`src/rtl/alu_arbiter.sv`:
```
// Round-robin arbiter that shares one external ALU between NREQ requesters.
// Optional grant locking for back-to-back ops is enabled by defining ALU_ARBITER_LOCK_EN.
module alu_arbiter #(
   parameter int unsigned NREQ  = 2,
   parameter int unsigned WIDTH = 32
) (
   input  logic                  clk,
   input  logic                  reset,
   input  logic [NREQ-1:0]       req_valid,
   output logic [NREQ-1:0]       req_ready,
   input  logic [NREQ*WIDTH-1:0] req_a,
   input  logic [NREQ*WIDTH-1:0] req_b,
   input  logic [NREQ*3-1:0]     req_f,
   input  logic [NREQ-1:0]       req_lock,
   output logic [NREQ-1:0]       rsp_valid,
   input  logic [NREQ-1:0]       rsp_ready,
   output logic [WIDTH-1:0]      rsp_y,
   output logic                  rsp_zero,
   output logic [WIDTH-1:0]      alu_a,
   output logic [WIDTH-1:0]      alu_b,
   output logic [2:0]            alu_f,
   input  logic [WIDTH-1:0]      alu_y,
   input  logic                  alu_zero,
   output logic                  busy
);

   localparam int unsigned PW = (NREQ > 1) ? $clog2(NREQ) : 1;
   localparam logic [PW-1:0] LAST = PW'(NREQ - 1);

   typedef enum logic [1:0] {
      IDLE = 2'd0,
      EXEC = 2'd1,
      RESP = 2'd2
   } state_t;

   state_t        state, state_next;
   logic [PW-1:0] ptr, ptr_next;
   logic [PW-1:0] owner, owner_next;
   logic [PW-1:0] start, win, cand;
   logic          found;
   logic          locked, locked_next;
   logic          lock_hold, lock_req;

   logic [WIDTH-1:0] a_arr [NREQ];
   logic [WIDTH-1:0] b_arr [NREQ];
   logic [2:0]       f_arr [NREQ];

   function automatic logic [PW-1:0] wrap_inc(input logic [PW-1:0] x);
      return (x == LAST) ? '0 : x + PW'(1);
   endfunction

   // Unpack the flat request buses into per-requester views
   for (genvar g = 0; g < NREQ; g++) begin : g_unpack
      assign a_arr[g] = req_a[g*WIDTH +: WIDTH];
      assign b_arr[g] = req_b[g*WIDTH +: WIDTH];
      assign f_arr[g] = req_f[g*3 +: 3];
   end

`ifdef ALU_ARBITER_LOCK_EN
   assign lock_req  = req_lock[owner];
   assign lock_hold = locked & req_lock[owner];
`else
   logic unused_lock;
   assign unused_lock = ^req_lock;
   assign lock_req    = 1'b0;
   assign lock_hold   = 1'b0;
`endif

   // Winner search; a released lock resumes arbitration just past the old owner
   always_comb begin
      start = locked ? wrap_inc(owner) : ptr;
      found = 1'b0;
      win   = '0;
      cand  = '0;
      if (lock_hold) begin
         found = req_valid[owner];
         win   = owner;
      end else begin
         for (int unsigned k = 0; k < NREQ; k++) begin
            cand = PW'((32'(start) + k) % NREQ);
            if (!found && req_valid[cand]) begin
               found = 1'b1;
               win   = cand;
            end
         end
      end
   end

   always_comb begin
      state_next  = state;
      ptr_next    = ptr;
      owner_next  = owner;
      locked_next = locked;
      req_ready   = '0;
      case (state)
         IDLE: begin
            if (locked && !lock_hold) begin
               locked_next = 1'b0;
               ptr_next    = start;
            end
            if (found) begin
               req_ready[win] = 1'b1;
               owner_next     = win;
               state_next     = EXEC;
            end
         end
         EXEC: state_next = RESP;
         RESP: begin
            if (rsp_ready[owner]) begin
               state_next = IDLE;
               if (lock_req) begin
                  locked_next = 1'b1;
               end else begin
                  ptr_next = wrap_inc(owner);
               end
            end
         end
         default: state_next = IDLE;
      endcase
   end

   always_ff @(posedge clk) begin
      if (reset) begin
         state     <= IDLE;
         ptr       <= '0;
         owner     <= '0;
         locked    <= 1'b0;
         alu_a     <= '0;
         alu_b     <= '0;
         alu_f     <= '0;
         rsp_y     <= '0;
         rsp_zero  <= 1'b0;
         rsp_valid <= '0;
         busy      <= 1'b0;
      end else begin
         state  <= state_next;
         ptr    <= ptr_next;
         owner  <= owner_next;
         locked <= locked_next;
         if (state == IDLE && found) begin
            alu_a <= a_arr[win];
            alu_b <= b_arr[win];
            alu_f <= f_arr[win];
         end
         if (state == EXEC) begin
            rsp_y    <= alu_y;
            rsp_zero <= alu_zero;
         end
         rsp_valid <= (state_next == RESP) ? (NREQ'(1) << owner_next) : '0;
         busy      <= (state_next != IDLE);
      end
   end

endmodule

```
`config.mk`:
```
export PLATFORM = sky130hd
export DESIGN_NAME = alu_arbiter
export DESIGN_NICKNAME = d
export VERILOG_FILES = /design/src/rtl/alu_arbiter.sv
export SDC_FILE = /design/constraint.sdc
export NUM_CORES = 1
export LEC_CHECK = 0
export ABC_AREA = 1
export CAP_MARGIN = 20
export CORE_ASPECT_RATIO = 0.9
export CORE_UTILIZATION = 43
export CTS_CLUSTER_SIZE = 24
export DETAILED_ROUTE_END_ITERATION = 8
export MAX_ROUTING_LAYER = met4
export PLACE_DENSITY = 0.85
export SETUP_SLACK_MARGIN = 0.5
export SYNTH_ARGS = -nofsm -noshare
export SYNTH_HDL_FRONTEND = slang
export SYNTH_SLANG_ARGS = --single-unit
```
`constraint.sdc`:
```
create_clock -name clk -period 3.35 [get_ports clk]
set_input_delay 0.8375 -clock clk [delete_from_list [all_inputs] [get_ports clk]]
set_output_delay 0.8375 -clock clk [all_outputs]
set_load 0.01 [all_outputs]
```
==> reports/results.md <==
| Parameter | Reported |
|:---|:---|
| Power per Cell Area | 439.9 nW/um^2 |
| Number of DRC violations after detailed-routing iteration 0 | 293 |
| Number of warnings issued by yosys | 0 |
| Tot GR Track Use | 24.29% |
| Fraction of final layout cells sized beyond drive strength 1 | 19.50% |
| Min Tclk post-route | 2.697 ns |
| Core occupancy in the finished layout | 69.29% |
| Clock skew after layout | 0.005880 ns |
| Number of input and output port buffers inserted | 277 |
| Endpoints failing setup | 0 |
| Post-detailed-routing wire length | 15590 um |
| Class of the tightest hold or removal check | reg2reg |
| Maximum number of pins on one net before global-route repair | 135 |
| Final cycle utilization of the critical path | 80.51% |
| Unrepaired setup endpoints after global routing | no |
| Hold_ws | 0.5180 ns |
| Setup TNS | 0 ns |
| I/O pin count | 280 |
| Arrival time reported for the critical path endpoint | 1.86 ns |
| Tightest Pin Transition | 0.5741 ns |
| Total via count after detailed routing | 5495 |
| Count of distinct cell types in the synthesized netlist | 22 |
| Kind of capture point of the worst setup path | output port |
| Standard cell area after detailed placement | 8153 sq um |
| Vertical die dimension | 108.5 um |
| Row count | 38 |
| Count of endpoints failing hold in the final timing report | 0 |
| Number of nets in the finished design | 1124 |
| Global-route wire length before repair | 24440 um |
| Number of design rule violations left after detail routing | 0 |
| Routed wire per std cell | 13.98 um |
| Count of state elements after synthesis | 107 |
| Max rail drop VDD | 0.0002900 V |
| Width of the die | 120.4 um |
| Result of the run | completed |
| Num CTS Buffers | 9 |
| Worst Setup Path Type | in2out |
| Via count normalized by instance count | 4.928 |
| Slew headroom | 61.73% |
| Number of standard cells after synthesis | 710 |
| Final Wtd Congestion | 0.7697 |
| Initial Util | 44.54% |
| Clock tree root driver cell | sky130_fd_sc_hd__clkbuf_16 |
| P_leak | 3.300 nW |
| Clock insertion delay at the later pin of the skew report | 0.35 ns |
| Die area | 13060 sq um |
| Antenna violation net count after detailed routing | 0 |
| Placed Cells | 1098 |
| CTS max path bufs | 2 |
| Clock transition time at the flip-flop clock pins of the worst setup and hold paths | 0.07 ns |
| Cell area after technology mapping | 5421 sq um |
| Launching element type of the critical path | input port |
| Average footprint of a synthesized cell | 7.636 sq um |
| Antenna violations before repair | 1 |
| Initial DRT Pass Iterations | 4 |
| DPL Wire Length | 10870 um |
| Fmax | 370.8 MHz |
| Layout filler cell count | 1002 |
| Hold buffer count at CTS | 0 |
| Syn Nets | 885 |
| Fraction of the yosys area taken by sequential cells | 39.51% |
| Highest fanout seen on the critical path | 16 |
| TritonCTS clock tree | done |
| Core region area | 12170 sq um |
| Number of clock sinks | 107 |
| Synth-to-Final Area Change | 55.57% |
| Post-CTS Setup Bufs | 0 |
| Number of global-route vias before repair | 5003 |
| Sum of overflow across all layers after global routing | 0 |
| Htree depth | 3 |
| Crit path required time | 2.51 ns |
| Final instance area | 8434 sq um |
| Number of cells in the finished layout apart from fillers | 1115 |
| Post-route total power | 3.711 mW |
| Number of violations of the max-capacitance limit | 0 |
| Setup ws final | 0.6530 ns |
| Count of pins over their slew limit | 0 |
| Post-placement setup slack | 0.2200 ns |
worst max-delay path: stages:
cell,delay (ns)
sky130_fd_sc_hd__buf_4,0.18
sky130_fd_sc_hd__a21oi_1,0.16
sky130_fd_sc_hd__nand2_1,0.08
sky130_fd_sc_hd__inv_1,0.07
sky130_fd_sc_hd__clkdlybuf4s50_1,0.54
cell type report:
cell class,count,area [sq um],share of cell area (%)
well taps,160,200.2,2.374
clock buffers,10,229.0,2.715
repair buffers,288,2885,34.21
diodes,1,2.502,0.02967
multi-input cells,531,2875,34.09
flip-flops and latches,107,2142,25.40
clock inverters,6,55.05,0.6527
inverters,12,45.04,0.5340
cell usage in the layout (no fill, tap or decap), types with 2 or more instances in the layout:
cell type	count
sky130_fd_sc_hd__clkbuf_16	9
sky130_fd_sc_hd__buf_12	3
sky130_fd_sc_hd__a21boi_0	54
sky130_fd_sc_hd__buf_4	9
sky130_fd_sc_hd__o21ai_0	101
sky130_fd_sc_hd__nand3_1	68
sky130_fd_sc_hd__nor2_2	101
sky130_fd_sc_hd__nor2_1	106
sky130_fd_sc_hd__nand2_2	50
sky130_fd_sc_hd__clkinv_4	2
sky130_fd_sc_hd__inv_1	8
sky130_fd_sc_hd__nand2_4	2
sky130_fd_sc_hd__inv_6	3
sky130_fd_sc_hd__nand2_1	32
sky130_fd_sc_hd__inv_2	3
sky130_fd_sc_hd__a21boi_1	13
sky130_fd_sc_hd__a21oi_1	2
sky130_fd_sc_hd__clkdlybuf4s50_1	275
sky130_fd_sc_hd__dfxtp_1	107
registers in the layout (all words and copies together) (netlist names):
register / cells
rsp_zero: 1
rsp_y: 32
busy: 1
alu_b: 32
ptr: 1
owner: 1
rsp_valid: 2
alu_a: 32
alu_f: 3
state: 2
metal layers:
| layer | routed length, um | GRT usage (%) | vias up |
|---|---|---|---|
| met4 | 359 | 8.201 | 0 |
| met5 | 0 | - | - |
| li1 | - | - | 2793 |
| met2 | 7482 | 40.31 | 198 |
| met1 | 6450 | 27.78 | 2473 |
| met3 | 1296 | 7.648 | 31 |
timing repair:
action,CTS,global route
gates resized for setup,2,1
hold endpoints to repair,0,0
endpoints found under the setup margin,2,1
worst paths after layout:
path / startpoint / endpoint / slack, ns / cells past startpoint
max: req_valid[1] / req_ready[0] / 0.65 / 5
min: rsp_y[21] / rsp_y[21] / 0.52 / 2
max reg2reg: state[0] / rsp_valid[1] / 1.61 / 8
min reg2reg: rsp_y[21] / rsp_y[21] / 0.52 / 2
cells by family (layout without fill, tap and decap cells):
logic type | after synthesis | count (layout) | share of synthesized area [%]
flip-flops | 107 | 107 | 39.51
AO/OA/AOI/OAI | 170 | 170 | 18.79
buffers and inverters | 72 | 316 | 7.547
AND/OR/NAND/NOR | 361 | 361 | 34.16
other | 0 | 1 | 0
synthesized netlist by cell type:
cell type	count	share of area, %
sky130_fd_sc_hd__a21boi_0	54	7.5
sky130_fd_sc_hd__a21boi_1	13	1.8
sky130_fd_sc_hd__a21oi_1	2	0.18
sky130_fd_sc_hd__buf_1	1	0.069
sky130_fd_sc_hd__buf_12	6	2.2
sky130_fd_sc_hd__buf_2	26	2.4
sky130_fd_sc_hd__buf_4	2	0.28
sky130_fd_sc_hd__clkbuf_1	24	1.7
sky130_fd_sc_hd__clkbuf_2	1	0.092
sky130_fd_sc_hd__clkinv_1	1	0.069
sky130_fd_sc_hd__dfxtp_1	107	40
sky130_fd_sc_hd__inv_1	9	0.62
sky130_fd_sc_hd__inv_2	2	0.14
sky130_fd_sc_hd__nand2_1	32	2.2
sky130_fd_sc_hd__nand2_2	51	5.9
sky130_fd_sc_hd__nand2_4	1	0.21
sky130_fd_sc_hd__nand3_1	68	6.3
sky130_fd_sc_hd__nor2_1	106	7.3
sky130_fd_sc_hd__nor2_2	101	12
sky130_fd_sc_hd__nor2_4	1	0.21
sky130_fd_sc_hd__nor2_8	1	0.37
sky130_fd_sc_hd__o21ai_0	101	9.3
power breakdown:
part / internal (mW) / switching, mW
sequential: 1.42 / 0.0718
clock: 0.521 / 0.503
combinational: 0.631 / 0.560
Note: power is estimated with default switching activity, not from simulation.
